**src/rtl/flt16_to_fix88_if.sv**
```systemverilog
// Handshake and byte-wide data-memory bus of the float16 -> fixed 8.8 converter.
// The master side is the memory/host; the slave side is the converter itself.
interface flt16_to_fix88_if;
    logic       start;
    logic       ack;
    logic [7:0] mem_addr;
    logic [7:0] mem_rd_data;
    logic       mem_wr_en;
    logic [7:0] mem_wr_data;
    // Current converter FSM state, exposed for checkers.
    logic [3:0] dbg_state;

    // start: one-cycle sampled request, honoured only while the converter is idle or done.
    // ack: level, high in DONE until the next accepted start or reset.
    // The memory reads combinationally and writes on the posedge that ends a cycle with mem_wr_en high.
    modport master (
        output start,
        output mem_rd_data,
        input  ack,
        input  mem_addr,
        input  mem_wr_en,
        input  mem_wr_data,
        input  dbg_state
    );

    modport slave (
        input  start,
        input  mem_rd_data,
        output ack,
        output mem_addr,
        output mem_wr_en,
        output mem_wr_data,
        output dbg_state
    );
endinterface

```
**src/rtl/flt16_to_fix88.sv**
```systemverilog
// Sequential float16 -> signed fixed 8.8 converter: reads the operand from memory, shifts one
// bit per cycle with round-to-nearest-even, saturates out-of-range values, writes the result back.
module flt16_to_fix88 #(
    parameter logic [7:0] SRC_ADDR = 8'd2,
    parameter logic [7:0] DST_ADDR = 8'd4
) (
    input  logic             clk,
    input  logic             reset,
    flt16_to_fix88_if.slave  bus
);

    typedef enum logic [3:0] {
        IDLE   = 4'd0,
        RD_HI  = 4'd1,
        RD_LO  = 4'd2,
        DECODE = 4'd3,
        SHIFT  = 4'd4,
        ROUND  = 4'd5,
        WR_HI  = 4'd6,
        WR_LO  = 4'd7,
        DONE   = 4'd8
    } state_t;

    state_t      state_q, state_d;
    logic [7:0]  hi_q, hi_d;
    logic [7:0]  lo_q, lo_d;
    logic [15:0] mag_q, mag_d;
    logic [3:0]  cnt_q, cnt_d;
    logic        left_q, left_d;
    logic        guard_q, guard_d;
    logic        sticky_q, sticky_d;
    logic        special_q, special_d;
    logic [15:0] res_q, res_d;

    logic        op_sign;
    logic [4:0]  op_exp;
    logic [9:0]  op_man;
    logic [4:0]  dist_up;
    logic [4:0]  dist_dn;
    logic        round_inc;
    logic [15:0] rounded;

    assign op_sign = hi_q[7];
    assign op_exp  = hi_q[6:2];
    assign op_man  = {hi_q[1:0], lo_q};
    // Shift distance d = e - 17, split into a left amount and a right amount.
    assign dist_up = op_exp - 5'd17;
    assign dist_dn = 5'd17 - op_exp;

    // Only the right path has discarded bits, so only it can round up.
    assign round_inc = ~left_q & guard_q & (sticky_q | mag_q[0]);
    assign rounded   = mag_q + {15'd0, round_inc};

    always_ff @(posedge clk or posedge reset) begin
        if (reset) begin
            state_q   <= IDLE;
            hi_q      <= 8'd0;
            lo_q      <= 8'd0;
            mag_q     <= 16'd0;
            cnt_q     <= 4'd0;
            left_q    <= 1'b0;
            guard_q   <= 1'b0;
            sticky_q  <= 1'b0;
            special_q <= 1'b0;
            res_q     <= 16'd0;
        end else begin
            state_q   <= state_d;
            hi_q      <= hi_d;
            lo_q      <= lo_d;
            mag_q     <= mag_d;
            cnt_q     <= cnt_d;
            left_q    <= left_d;
            guard_q   <= guard_d;
            sticky_q  <= sticky_d;
            special_q <= special_d;
            res_q     <= res_d;
        end
    end

    always_comb begin
        state_d         = state_q;
        hi_d            = hi_q;
        lo_d            = lo_q;
        mag_d           = mag_q;
        cnt_d           = cnt_q;
        left_d          = left_q;
        guard_d         = guard_q;
        sticky_d        = sticky_q;
        special_d       = special_q;
        res_d           = res_q;
        bus.ack         = 1'b0;
        bus.mem_addr    = 8'd0;
        bus.mem_wr_en   = 1'b0;
        bus.mem_wr_data = 8'd0;

        case (state_q)
            IDLE: begin
                if (bus.start) state_d = RD_HI;
            end
            RD_HI: begin
                bus.mem_addr = SRC_ADDR + 8'd1;
                hi_d         = bus.mem_rd_data;
                state_d      = RD_LO;
            end
            RD_LO: begin
                bus.mem_addr = SRC_ADDR;
                lo_d         = bus.mem_rd_data;
                state_d      = DECODE;
            end
            DECODE: begin
                guard_d  = 1'b0;
                sticky_d = 1'b0;
                left_d   = 1'b0;
                state_d  = ROUND;
                if (op_exp == 5'd0) begin
                    special_d = 1'b1;
                    res_d     = 16'h0000;
                end else if (op_exp >= 5'd22) begin
                    special_d = 1'b1;
                    res_d     = op_sign ? 16'h8000 : 16'h7FFF;
                end else begin
                    special_d = 1'b0;
                    mag_d     = {5'd0, 1'b1, op_man};
                    if (op_exp > 5'd17) begin
                        left_d  = 1'b1;
                        cnt_d   = dist_up[3:0];
                        state_d = SHIFT;
                    end else if (op_exp < 5'd17) begin
                        // Anything shifted right 13 or more places rounds to zero, so cap it.
                        cnt_d   = (dist_dn > 5'd13) ? 4'd13 : dist_dn[3:0];
                        state_d = SHIFT;
                    end
                end
            end
            SHIFT: begin
                if (left_q) begin
                    mag_d = {mag_q[14:0], 1'b0};
                end else begin
                    mag_d    = {1'b0, mag_q[15:1]};
                    guard_d  = mag_q[0];
                    sticky_d = sticky_q | guard_q;
                end
                cnt_d = cnt_q - 4'd1;
                if (cnt_q == 4'd1) state_d = ROUND;
            end
            ROUND: begin
                if (!special_q) res_d = op_sign ? (~rounded + 16'd1) : rounded;
                state_d = WR_HI;
            end
            WR_HI: begin
                bus.mem_wr_en   = 1'b1;
                bus.mem_addr    = DST_ADDR + 8'd1;
                bus.mem_wr_data = res_q[15:8];
                state_d         = WR_LO;
            end
            WR_LO: begin
                bus.mem_wr_en   = 1'b1;
                bus.mem_addr    = DST_ADDR;
                bus.mem_wr_data = res_q[7:0];
                state_d         = DONE;
            end
            DONE: begin
                bus.ack = 1'b1;
                if (bus.start) state_d = RD_HI;
            end
            default: state_d = IDLE;
        endcase
    end

    assign bus.dbg_state = state_q;

endmodule

```
**src/flat_wrapper.sv**
```systemverilog
// flat-port wrapper written by rule: the top's interface ports become plain ports
module flt16_to_fix88_flat 
#(
    parameter logic [7:0] SRC_ADDR = 8'd2,
    parameter logic [7:0] DST_ADDR = 8'd4
)
  (clk, reset, bus_start, bus_mem_rd_data, bus_ack, bus_mem_addr, bus_mem_wr_en, bus_mem_wr_data, bus_dbg_state);
  flt16_to_fix88_if bus_i ();
  input  logic clk;
  input  logic reset;
  input wire logic [$bits(bus_i.start)-1:0] bus_start;
  input wire logic [$bits(bus_i.mem_rd_data)-1:0] bus_mem_rd_data;
  output wire logic [$bits(bus_i.ack)-1:0] bus_ack;
  output wire logic [$bits(bus_i.mem_addr)-1:0] bus_mem_addr;
  output wire logic [$bits(bus_i.mem_wr_en)-1:0] bus_mem_wr_en;
  output wire logic [$bits(bus_i.mem_wr_data)-1:0] bus_mem_wr_data;
  output wire logic [$bits(bus_i.dbg_state)-1:0] bus_dbg_state;
  assign bus_i.start = bus_start;
  assign bus_i.mem_rd_data = bus_mem_rd_data;
  assign bus_ack = bus_i.ack;
  assign bus_mem_addr = bus_i.mem_addr;
  assign bus_mem_wr_en = bus_i.mem_wr_en;
  assign bus_mem_wr_data = bus_i.mem_wr_data;
  assign bus_dbg_state = bus_i.dbg_state;
  flt16_to_fix88 #(.SRC_ADDR(SRC_ADDR), .DST_ADDR(DST_ADDR)) u_core (.clk(clk), .reset(reset), .bus(bus_i));
endmodule
```
**config.mk**
```make
export PLATFORM = sky130hd
export DESIGN_NAME = flt16_to_fix88_flat
export DESIGN_NICKNAME = d
export VERILOG_FILES = /design/src/rtl/flt16_to_fix88_if.sv /design/src/rtl/flt16_to_fix88.sv /design/src/flat_wrapper.sv
export SDC_FILE = /design/constraint.sdc
export NUM_CORES = 1
export LEC_CHECK = 0
export BUFFER_PORTS_ARGS = -buffer_cell sky130_fd_sc_hd__buf_2
export CAP_MARGIN = 20
export CORE_ASPECT_RATIO = 1.5
export CORE_MARGIN = 2
export CORE_UTILIZATION = 36
export CTS_CLUSTER_DIAMETER = 40
export DETAILED_ROUTE_END_ITERATION = 10
export HOLD_SLACK_MARGIN = 0.08
export SLEW_MARGIN = 20
export SYNTH_ARGS = -nofsm -noshare
export SYNTH_HDL_FRONTEND = slang
export SYNTH_SLANG_ARGS = --single-unit
```
**constraint.sdc**
```tcl
create_clock -name clk -period 4.1 [get_ports clk]
set_input_delay 0.205 -clock clk [delete_from_list [all_inputs] [get_ports clk]]
set_output_delay 0.205 -clock clk [all_outputs]
set_load 0.02 [all_outputs]
```
# --- Yosys cells after proc, flatten, opt, wreduce, memory -nomap -nowiden ---
# Index checks and enable logic that the tools add are counted.
totals:
  register_bits: 60
  elab_cells: 89
  inputBits: 11
  out_inout_bits: 22
classes:
  n_lt_le_gt_ge: 4
  reduce_logical: 11
  muxes: 36
  n_addsub: 5
  n_bitwise: 6
  eq_ne: 17
op_table:
  columns: ["op", "count"]
  rows:
  - ["$mux 16", 8]
  - ["$pmux 16 s2", 2]
  - ["$mux 4", 10]
  - ["$pmux 4 s8", 1]
  - ["$add 16x1->16", 1]
  - ["$add 16x1->16 const B", 1]
  - ["$eq 4x3->1 const B", 4]
  - ["$not 16->16", 1]
  - ["$pmux 8 s2", 1]
  - ["$pmux 3 s4", 1]
  - ["$mux 1", 10]
  - ["$eq 4x1->1 const B", 2]
  - ["$eq 4x2->1 const B", 2]
  - ["$ne 2x2->1 const B", 4]
  - ["$pmux 4 s2", 1]
  - ["$sub 4x1->4 const B", 2]
  - ["$ne 3x1->1 const B", 2]
  - ["$reduce_and 3->1", 2]
  - ["$ge 5x5->1 const B", 1]
  - ["$gt 5x4->1 const B", 1]
  - ["$gt 5x5->1 const B", 1]
  - ["$logic_not 5->1", 1]
  - ["$lt 5x5->1 const B", 1]
  - ["$sub 5x5->5 const A", 1]
  - ["11 further kinds", 18]

# --- Logic depth before layout (Yosys ltp) ---
logic_depth:
  depth_word: 9
  mapped_depth: 13
  mapped_depth_nobuf: 13

# --- Least setup slack after synthesis ---
# Ideal clock, no wire load.
synth_timing:
  path_kind: "register to register"
  from: "register u_core.mag_q[0]"
  to: "register u_core.res_q[14]"
  setup_slack_ps: 1081
  arrival_time_ps: 2955
  period_less_slack_ps: 3019
  setup_ps: 64
  n_path_buf: 0
  stages_incl_launch_ff: 13
  path_cell_list: "dfrtp_1 > o211a_1 > ha_1 > ha_1 > inv_1 > ha_1 > nor4b_1 > a31oi_1 > o41ai_1 > o211ai_1 > a21oi_2 > mux2i_1 > a21o_1"
synth_via:
  elab_chain_len: 8
synth_rtl:
  columns: ["item", "line_no", "text"]
  rows:
  - ["start: declaration", "flt16_to_fix88.sv:27", "logic [15:0] mag_q, mag_d;"]
  - ["start signal: assignment", "flt16_to_fix88.sv:70", "mag_q <= mag_d;"]
  - ["$or 1x1->1", "flt16_to_fix88.sv:51", "assign round_inc = ~left_q & guard_q & (sticky_q | mag_q[0]);"]
  - ["$and 1x1->1", "flt16_to_fix88.sv:51", null]
  - ["$add 16x1->16 (*)", "flt16_to_fix88.sv:52", "assign rounded = mag_q + {15'd0, round_inc};"]
  - ["$not 16->16", "flt16_to_fix88.sv:147", "if (!special_q) res_d = op_sign ? (~rounded + 16'd1) : rounded;"]
  - ["$add 16x1->16", "flt16_to_fix88.sv:147", null]
  - ["$mux 16 (*) (2 in series)", "flt16_to_fix88.sv:147", null]
  - ["$pmux 16 s2 (*)", "flt16_to_fix88.sv:96", "case (state_q)"]
  - ["end signal: assignment", "flt16_to_fix88.sv:76", "res_q <= res_d;"]
  - ["end: declaration", "flt16_to_fix88.sv:33", "logic [15:0] res_q, res_d;"]
# Every way passes the cells marked *; elsewhere a longest branch is shown, timed or not. The select of a mux whose other input is x is not followed.
# A chain may end at the register's enable or synchronous reset.

# --- Worst setup path in the final report ---
# Ends and elaborated chain as after synthesis.

==> qor.txt <==
Final HPWL DP -> 7.82 mm
Synth cell types -> 63
Async S/R FF share, synth -> 100%
Slew Viols, Final -> 0
Yosys top cell area share -> 35.9%
P&R area growth vs syn -> 12.6%
Commonest non-fill, non-tap cells in the layout -> dfrtp_1, nand2_1, nor2_1
Final nets -> 529
Reg-to-reg startpoint -> u_core.mag_q[0]
Initial antenna violation count -> 0
CTS buffer count -> 9
Worst Setup Start Kind -> flip-flop
Kind of critical path -> flip-flop to flip-flop
Critical path launch point -> u_core.mag_q[0]
PwrDens -> 873 nW/µm²
Post-CTS Setup Inserts -> 0
Vias -> 3,468
Remaining DRCs -> 0
Clock buffer depth -> 2
Cells after synthesis -> 500
Worst Max-Slew Pin Slew -> 0.915 ns
Final worst clock skew -> 0.00742 ns
RSZ-0062 raised after global routing -> no
Largest net degree at the start of global routing -> 43
FP Rows -> 48
Synth Cell Area -> 4180 µm²
CTS sink cnt -> 60
Layout filler cell count -> 1,178
Crit. End Element -> flip-flop
Die Y -> 136 µm
H-tree depth -> 3
Core ar. -> 11,400 µm²
Clock latency on the worst-skew pair -> 0.33 ns
Worst hold path type -> primary input to flip-flop
Largest area contributor in the netlist -> dfrtp_1
Number of diodes -> 0
Crit path max-delay family -> compound AO/OA/AOI/OAI gates
# hold bufs at CTS -> 1
Slew headroom -> 38.7%
Critical Path RT -> 4.37 ns
Arr. time, crit path -> 3.69 ns
Crit-path most repeated cell -> ha_1
Grt ovf -> 0
Status -> finished, final reports clean
CP Max Fanout -> 5
CTS clk-pin slew, worst paths -> 0.05 ns
Number of global-route vias before repair -> 3,321
Hold Path Origin -> bus_mem_rd_data[4]
EDFF count, synth -> 0
Worst path slowest cell -> o41ai_1
Syn_area_per_cell -> 8.36 µm²
Die area -> 12,500 µm²
Worst reg2reg setup slack -> 0.68 ns
Most common cell after layout, fill and taps aside -> dfrtp_1
Drt total wl -> 10.4 mm
Period utilization -> 83.5%
Worst path max stage delay -> 0.67 ns
Max_cap viols -> 0
Share of post-route cells with drive strength above 1 -> 14.5%
Fmax -> 292 MHz
Setup TNS -> 0 ns
FF+latch count, synth -> 60
Peak supply drop -> 0.267 mV
DIE WIDTH -> 92.0 µm
CP Buf/Inv Count -> 1
Yosys warns -> 0
Worst-path cell chain -> o211a_1 -> ha_1 -> ha_1 -> inv_1 -> ha_1 -> nor4b_1 -> a31oi_1 -> o41ai_1 -> o211ai_1 -> a21oi_2 -> mux2i_1 -> a21o_1
First-pass GRT wire length -> 17.1 mm
Final setup violating endpoints -> 0
IO Pins -> 33
Hold WS -> 0.0876 ns
P_leak -> 1.99 nW
Root Buffer -> clkbuf_16
Initial Util -> 36.6%
Final Hold Viols -> 0
Top post-synthesis cells by area -> dfrtp_1, nand2_1, mux2i_1
Main flop type after synthesis -> dfrtp_1
Tot GR Track Use -> 17.7%
Gp weighted congestion -> 0.850
Vias per cell -> 5.25
Starting DRT DRC Count -> 335
Post_cts resized -> 0
Sequential area share after synthesis -> 35.9%
DRT antenna net count -> 0
Routed wire length per instance -> 15.7 µm
Port Buffer Count -> 27
Drt pass-1 iters -> 4
CTS tree -> built
Crit path time final -> 3.42 ns
## layer usage
metal,track usage [%],wire [µm],vias to the layer above
met2,32.5,5670,40
li1,-,-,1754
met4,7.13,196,0
met1,19.9,4290,1663
met3,3.38,244,11
met5,0,0,-
## logic make-up (layout without fill, tap and decap cells)
kind of cell / after synthesis / count (layout) / synth area share [%]
AO/OA/AOI/OAI: 125 / 125 / 18.7
other: 1 / 5 / 0.0898
flip-flops: 60 / 60 / 35.9
XOR/XNOR: 30 / 30 / 6.29
buffers and inverters: 59 / 66 / 6.59
adder cells (fa/ha/maj): 11 / 11 / 3.29
AND/OR/NAND/NOR: 180 / 180 / 20.5
multiplexers: 34 / 34 / 8.54
## per-stage QoR
step / cell area (µm²) / std cells / total power [W] / setup slack, ns / utilization, %
6_report: 4710 / 661 / 0.00411 / 0.677 / 41.2
2_1_floorplan: 4190 / 504 / 0.00278 / 1.08 / -
5_1_grt: 4710 / 661 / 0.00445 / 0.422 / 41.2
3_5_place_dp: 4350 / 645 / 0.00326 / 0.682 / 38.1
3_3_place_gp: 4350 / 645 / 0.00321 / 0.809 / 38.1
4_1_cts: 4700 / 661 / 0.00415 / 0.626 / 41.2
## sequential cells by signal, summed over array words and instances (netlist names)
register	count
u_core.mag_q	16
u_core.res_q	16
u_core.hi_q	8
u_core.lo_q	8
u_core.bus.dbg_state	4
u_core.cnt_q	4
u_core.guard_q	1
u_core.left_q	1
u_core.special_q	1
u_core.sticky_q	1
## tightest hold or removal path: cells and delay by family
kind                   cells  cell delay (ns)
buffers and inverters      1             0.09
AO/OA/AOI/OAI              1             0.05
AND/OR/NAND/NOR            1             0.04
## synth_stat cells, types with 7 or more instances
cell and n:
a31oi_1 11, dfrtp_1 60, o21ai_0 39, xor2_1 11, nand3_1 13, clkbuf_1 24, xnor2_1 19, mux2_2 12
buf_4 9, nor3_1 14, nor2_1 52, nand2_1 57, mux2i_1 21, and3_1 7, ha_1 11, a21oi_1 36
inv_1 18
## report_power, final
| group | internal (W) | switching [W] |
|---|---|---|
| Clock | 0.000604 | 0.000262 |
| Combinational | 0.000840 | 0.00113 |
| Sequential | 0.000863 | 0.000408 |
| Total | 0.00231 | 0.00180 |
## path summary, 6_finish.rpt
check                                               end  cells past startpoint
worst max-delay path                   u_core.res_q[14]                     12
worst min-delay path                     u_core.hi_q[4]                      3
worst max register to register         u_core.res_q[14]                     12
worst min register to register          u_core.res_q[0]                      2
max in group asynchronous               u_core.mag_q[7]                      4
min in group asynchronous       u_core.bus.dbg_state[0]                      3
## final cells by class
type                    instances  area (µm²)  share of cell area (%)
multi-input cells             385        2430                    51.6
flip-flops and latches         60        1500                    31.9
clock buffers                  10         239                    5.08
well taps                     150         188                    3.99
repair buffers                 33         183                    3.88
clock inverters                 5         100                    2.13
inverters                      18        67.6                    1.44
Power figures use the tool's default switching activity.
